===== src/rtl/cska_pkg.sv =====
// Shared definitions for the pipelined carry-skip subtractor.
package cska_pkg;

    localparam int CSKA_WIDTH = 16;
    localparam int CSKA_BLK   = 4;

    // Number of carry-skip blocks, which is also the number of pipeline stages.
    function automatic int nblk(input int width, input int blk);
        return width / blk;
    endfunction

    // Control part of a stage record: valid bit, carry into the next block,
    // and the two operand sign facts the overflow flag needs at the end.
    typedef struct packed {
        logic valid;
        logic cin;
        logic sa;
        logic sx;
    } cska_ctl_t;

    // Full per-stage record at the default width. Inside the pipe the diff and
    // operand fields are narrowed stage by stage to the bits still live.
    typedef struct packed {
        cska_ctl_t               ctl;
        logic [CSKA_WIDTH-1:0]   diff;
        logic [CSKA_WIDTH-1:0]   opa;
        logic [CSKA_WIDTH-1:0]   opb_n;
    } cska_stage_t;

endpackage


===== src/rtl/cska_block.sv =====
// Combinational BLK-bit carry-skip slice computing a + b_n + cin.
module cska_block
    import cska_pkg::*;
#(
    parameter int BLK = CSKA_BLK
) (
    input  logic [BLK-1:0] a,
    input  logic [BLK-1:0] b_n,
    input  logic           cin,
    output logic [BLK-1:0] sum,
    output logic           cout,
    output logic           prop
);

    logic [BLK-1:0] p;
    logic           rc;

    // Ripple the carry through the slice; skip the whole slice when every bit propagates.
    always_comb begin
        p   = a ^ b_n;
        rc  = cin;
        sum = '0;
        for (int i = 0; i < BLK; i++) begin
            sum[i] = p[i] ^ rc;
            rc     = (a[i] & b_n[i]) | (p[i] & rc);
        end
        prop = &p;
        cout = prop ? cin : rc;
    end

endmodule


===== src/rtl/carryskip_subtractor_pipe.sv =====
// Pipelined subtractor diff = a - b - bin, one carry-skip block per stage,
// valid/ready on both sides with a single global advance.
module carryskip_subtractor_pipe
    import cska_pkg::*;
#(
    parameter int WIDTH = CSKA_WIDTH,
    parameter int BLK   = CSKA_BLK
) (
    input  logic             clk,
    input  logic             rst,
    input  logic             in_valid,
    output logic             in_ready,
    input  logic [WIDTH-1:0] a,
    input  logic [WIDTH-1:0] b,
    input  logic             bin,
    output logic             out_valid,
    input  logic             out_ready,
    output logic [WIDTH-1:0] diff,
    output logic             bout,
    output logic             ovf
);

    localparam int NBLK = nblk(WIDTH, BLK);

    logic adv;

    // The whole pipe moves together whenever the output slot is free or being drained.
    always_comb begin
        adv      = ~out_valid | out_ready;
        in_ready = adv;
    end

    for (genvar k = 0; k < NBLK; k++) begin : g_stage
        localparam int REM = WIDTH - k * BLK;

        cska_ctl_t              ctl_in;
        cska_ctl_t              ctl_d;
        cska_ctl_t              ctl_q;
        logic [REM-1:0]         opa_in;
        logic [REM-1:0]         opb_n_in;
        logic [(k+1)*BLK-1:0]   diff_d;
        logic [(k+1)*BLK-1:0]   diff_q;
        logic [BLK-1:0]         blk_sum;
        logic                   blk_cout;
        logic                   blk_prop;

        if (k == 0) begin : g_src
            // Admit new operands as a + ~b + ~bin; a bubble enters as an all-zero record.
            always_comb begin
                ctl_in   = '0;
                opa_in   = '0;
                opb_n_in = '0;
                if (in_valid) begin
                    ctl_in.valid = 1'b1;
                    ctl_in.cin   = ~bin;
                    ctl_in.sa    = a[WIDTH-1];
                    ctl_in.sx    = a[WIDTH-1] ^ b[WIDTH-1];
                    opa_in       = a;
                    opb_n_in     = ~b;
                end
            end
        end else begin : g_src
            // Pick up the record and the still-unused operand bits from the previous stage.
            always_comb begin
                ctl_in   = g_stage[k-1].ctl_q;
                opa_in   = g_stage[k-1].g_pass.opa_q;
                opb_n_in = g_stage[k-1].g_pass.opb_n_q;
            end
        end

        cska_block #(
            .BLK (BLK)
        ) u_blk (
            .a    (opa_in[BLK-1:0]),
            .b_n  (opb_n_in[BLK-1:0]),
            .cin  (ctl_in.cin),
            .sum  (blk_sum),
            .cout (blk_cout),
            .prop (blk_prop)
        );

        if (k == 0) begin : g_diff
            // The first slice starts the de-skewed diff word.
            always_comb begin
                diff_d = blk_sum;
            end
        end else begin : g_diff
            // Append this slice above the diff bits already produced upstream.
            always_comb begin
                diff_d = {blk_sum, g_stage[k-1].diff_q};
            end
        end

        // Forward the block carry; a fully propagating block hands its incoming carry on.
        always_comb begin
            ctl_d     = ctl_in;
            ctl_d.cin = blk_prop ? ctl_in.cin : blk_cout;
        end

        // Stage register: cleared by reset, otherwise loads only on a global advance.
        always_ff @(posedge clk) begin
            if (rst) begin
                ctl_q  <= '0;
                diff_q <= '0;
            end else if (adv) begin
                ctl_q  <= ctl_d;
                diff_q <= diff_d;
            end
        end

        if (k < NBLK - 1) begin : g_pass
            logic [REM-BLK-1:0] opa_d;
            logic [REM-BLK-1:0] opa_q;
            logic [REM-BLK-1:0] opb_n_d;
            logic [REM-BLK-1:0] opb_n_q;

            // Operand bits of later blocks travel skewed to the stage that consumes them.
            always_comb begin
                opa_d   = opa_in[REM-1:BLK];
                opb_n_d = opb_n_in[REM-1:BLK];
            end

            // Operand delay register, same advance and reset as the stage record.
            always_ff @(posedge clk) begin
                if (rst) begin
                    opa_q   <= '0;
                    opb_n_q <= '0;
                end else if (adv) begin
                    opa_q   <= opa_d;
                    opb_n_q <= opb_n_d;
                end
            end
        end
    end

    // Result flags come from the last stage; borrow is the inverted final carry.
    always_comb begin
        out_valid = g_stage[NBLK-1].ctl_q.valid;
        diff      = g_stage[NBLK-1].diff_q;
        bout      = out_valid & ~g_stage[NBLK-1].ctl_q.cin;
        ovf       = out_valid & g_stage[NBLK-1].ctl_q.sx
                    & (g_stage[NBLK-1].ctl_q.sa ^ diff[WIDTH-1]);
    end

endmodule


===== config.mk =====
export PLATFORM = sky130hd
export DESIGN_NAME = carryskip_subtractor_pipe
export DESIGN_NICKNAME = d
export VERILOG_FILES = /design/src/rtl/cska_pkg.sv /design/src/rtl/cska_block.sv /design/src/rtl/carryskip_subtractor_pipe.sv
export SDC_FILE = /design/constraint.sdc
export NUM_CORES = 1
export LEC_CHECK = 0
export ABC_CLOCK_PERIOD_IN_PS = 3300
export CORE_MARGIN = 5
export CORE_UTILIZATION = 40
export DETAILED_ROUTE_END_ITERATION = 10
export DONT_BUFFER_PORTS = 1
export PLACE_DENSITY_LB_ADDON = 0.15
export SLEW_MARGIN = 10
export SYNTH_ARGS = -nofsm -noshare
export SYNTH_HDL_FRONTEND = slang
export SYNTH_SLANG_ARGS = --single-unit
export TNS_END_PERCENT = 10

===== constraint.sdc =====
create_clock -name clk -period 3.3 [get_ports clk]
set_clock_uncertainty 0.05 [all_clocks]
set_input_delay 0.66 -clock clk [delete_from_list [all_inputs] [get_ports clk]]
set_output_delay 0.66 -clock clk [all_outputs]
set_load 0.05 [all_outputs]

==> key figures <==
Yosys
  • Share of synthesized registers carrying an async set or reset: 0
  • Synthesized area: 4330 sq um
  • Mean Syn Cell Area: 8.42 sq um
  • Commonest register cell after synthesis: dfxtp_1
  • EDFF count, synth: 0
  • Post-Synthesis Cells: 514
  • Synth top area share: 0.467
  • Area contributors post-synth: dfxtp_1 (47%), nand2_1 (13%), a21oi_1 (10%)
  • Netlist cell types: 31
  • Area leader, netlist: dfxtp_1
  • Cell with the most instances after synthesis: nand2_1
  • Sequential fraction of the synthesis area: 0.467
  • Commonest cells post-synth: nand2_1 (155), dfxtp_1 (101), a21oi_1 (89), inv_1 (24), buf_2 (23)
  • Syn nets: 583
  • Synth Register Bits: 101
  • Synth warn: 0

CTS
  • H-tree depth: 3
  • PostCTS Resize Cnt: 0
  • Clk sink count: 101
  • Inserted Clock Buffers: 9
  • Clock latency on the worst-skew pair: 370 ps
  • Hold Buf Count CTS: 0
  • Setup Fix Bufs, Post-CTS: 0
  • Worst-path clk slew: 100 ps
  • Clock Path Buffers: 2
  • Root Buffer: clkbuf_8
  • CTS tree: done

STA
  • Hold_ws: 310 ps
  • Worst-Margin Slew: 991 ps
  • Worst relative slew slack: 0.339
  • Final period util: 0.744
  • Hold Fails Final Rpt: 0
  • Max frequency: 407 MHz
  • Final setup fails: 0
  • Post-Route Setup TNS: 0 ps
  • Fin crit period: 2450 ps
  • Final worst slack: 845 ps
  • Final slew viol count: 0
  • RSZ-0062 raised after global routing: no

Power
  • VDD IR max: 0.177 mV
  • Lkg Pwr: 1.69 nW
  • Pwr Total: 2.17 mW
  • Pwr dens: 477 nW/um^2

Die
  • Area of the core: 10,700 sq um
  • Die X-Extent: between 100 and 150 um
  • Die area: 13,000 sq um
  • Initial core utilization: 0.403
  • Rows: 38
  • IO Count: 57
  • DIE HEIGHT: 114 um

Global route
  • First-pass GRT wire length: 14.5 mm
  • Total gr overflow: 0
  • Pin count of the biggest net entering global routing: 107
  • Initial antenna violation count: 0
  • Number of global-route vias before repair: 2,981
  • Total GRT Usage: 0.136

Place
  • PortBufs: 0
  • Hpwl dp: about 5.5 mm
  • Worst slack, placed: about 460 ps
  • Routability congestion estimate: about 0.7

Route
  • Router iterations before antenna repair: 4
  • Vias: 3,083
  • DRT iter0 DRCs: 191
  • Residual DRC count: 0
  • Post-Route WL: roughly 8.5 mm
  • Final ANT Viol Nets: 0
  • Drt wl/cell: 13.4 um
  • Routed vias/inst: slightly below 5

Finish
  • Fillers: roughly 1,100
  • Share of post-route cells with drive strength above 1: 0.0523
  • P&R area growth vs syn: 5.35%
  • Multi-input gate area: 2030 sq um
  • Nets: 561
  • Final core occ: 0.424
  • Register area: around 2000 sq um
  • Antenna diodes: 0

Job
  • Max cap viols: 0

Setup path
  • Type of origin of the critical path: flip-flop
  • Peak fanout along the critical path: 3
  • CP Capture Type: output pin
  • Origin of the critical flop-to-flop path: out_valid$_SDFFE_PP0P_
  • CP Class: reg -> out
  • CP arrival: 1740 ps
  • CP Data Required Time: 2590 ps
  • Worst setup startpoint: diff[15]$_SDFFE_PP0P_

Run status
  • Outcome: finished, final reports clean

Min path
  • Startpoint of the worst hold path: rst
  • HP Class: in -> reg
cell families (layout without fill, tap and decap cells):
kind of cell    count (synthesis)  count (layout)  share of synthesized area
xor+xnor                        2               2                    0.00405
compound gates                 99              99                      0.126
simple gates                  216             216                      0.217
flops                         101             101                      0.467
fa+ha+maj                      32              32                      0.120
buf+inv                        64              47                     0.0656
flip-flops by register name (all words and copies together) (netlist names):
signal	count
g_stage.diff_q	24
g_stage.ctl_q	15
g_stage.g_pass.opb_n_q	24
out_valid	1
diff	16
g_stage.g_pass.opa_q	21
critical path, cell delays in order (launching register included):
cell and delay, ps:
dfxtp_1 680, xor2_1 210, and3_1 490
power breakdown:
| group | leakage, nW | internal [mW] | switching [mW] | total, mW |
|---|---|---|---|---|
| clock network | 0.0990 | 0.308 | 0.442 | 0.750 |
| logic | 0.764 | 0.0519 | 0.0612 | 0.113 |
| registers | 0.824 | 1.26 | 0.0461 | 1.31 |
| total | 1.69 | 1.62 | 0.549 | 2.17 |
cell type report:
cell class,count,area share
clock buffer,10,0.0302
tap,140,0.0384
timing repair buffer,6,0.00988
multi-input combinational,349,0.445
clock inverter,6,0.0121
sequential,101,0.443
inverter,25,0.0209
per-layer routing:
metal  up-vias  track usage  wire length, um
li1       1609            -                -
met1      1418        0.201             4420
met2        46        0.193             3630
met3        10       0.0318              339
met4         0       0.0523              110
met5         -            0                0
path summary, 6_finish.rpt:
kind                            slack (ps)                                        end  cells past startpoint
worst max-delay path                   850                                        ovf                      2
worst min-delay path                   310           g_stage[2].ctl_q[0]$_SDFFE_PP0P_                      1
worst max register to register         900           g_stage[0].ctl_q[2]$_SDFFE_PP0P_                      4
worst min register to register         400  g_stage[0].g_pass.opb_n_q[9]$_SDFFE_PP0P_                      2
placed cells by master, fill, tap and decap left out:
cell and instances:
nand3b_1 12, nor2b_4 1, inv_6 1, inv_1 24
nand2_1 155, a21oi_1 89, and4_1 1, nor2_1 11
a211oi_1 7, fa_1 16, and3_1 1, nor3_1 1
nand4_1 3, nand3_1 16, xor2_1 2, nor2b_1 6
o311ai_0 1, and3_4 1, and2_1 3, nor3b_1 1
clkbuf_8 10, or4_1 2, inv_8 1, buf_4 6
clkinv_2 1, clkinv_4 4, nor4_1 1, nand2b_1 1
ha_1 16, dfxtp_1 101, a311o_1 1, a2111oi_4 1
metrics by stage:
stage	std cells	area, sq um
global placement	621	4370
floorplan	514	4330
detailed placement	621	4370
global route	637	4560
finish	637	4560
CTS	637	4560
Power figures use the tool's default switching activity.
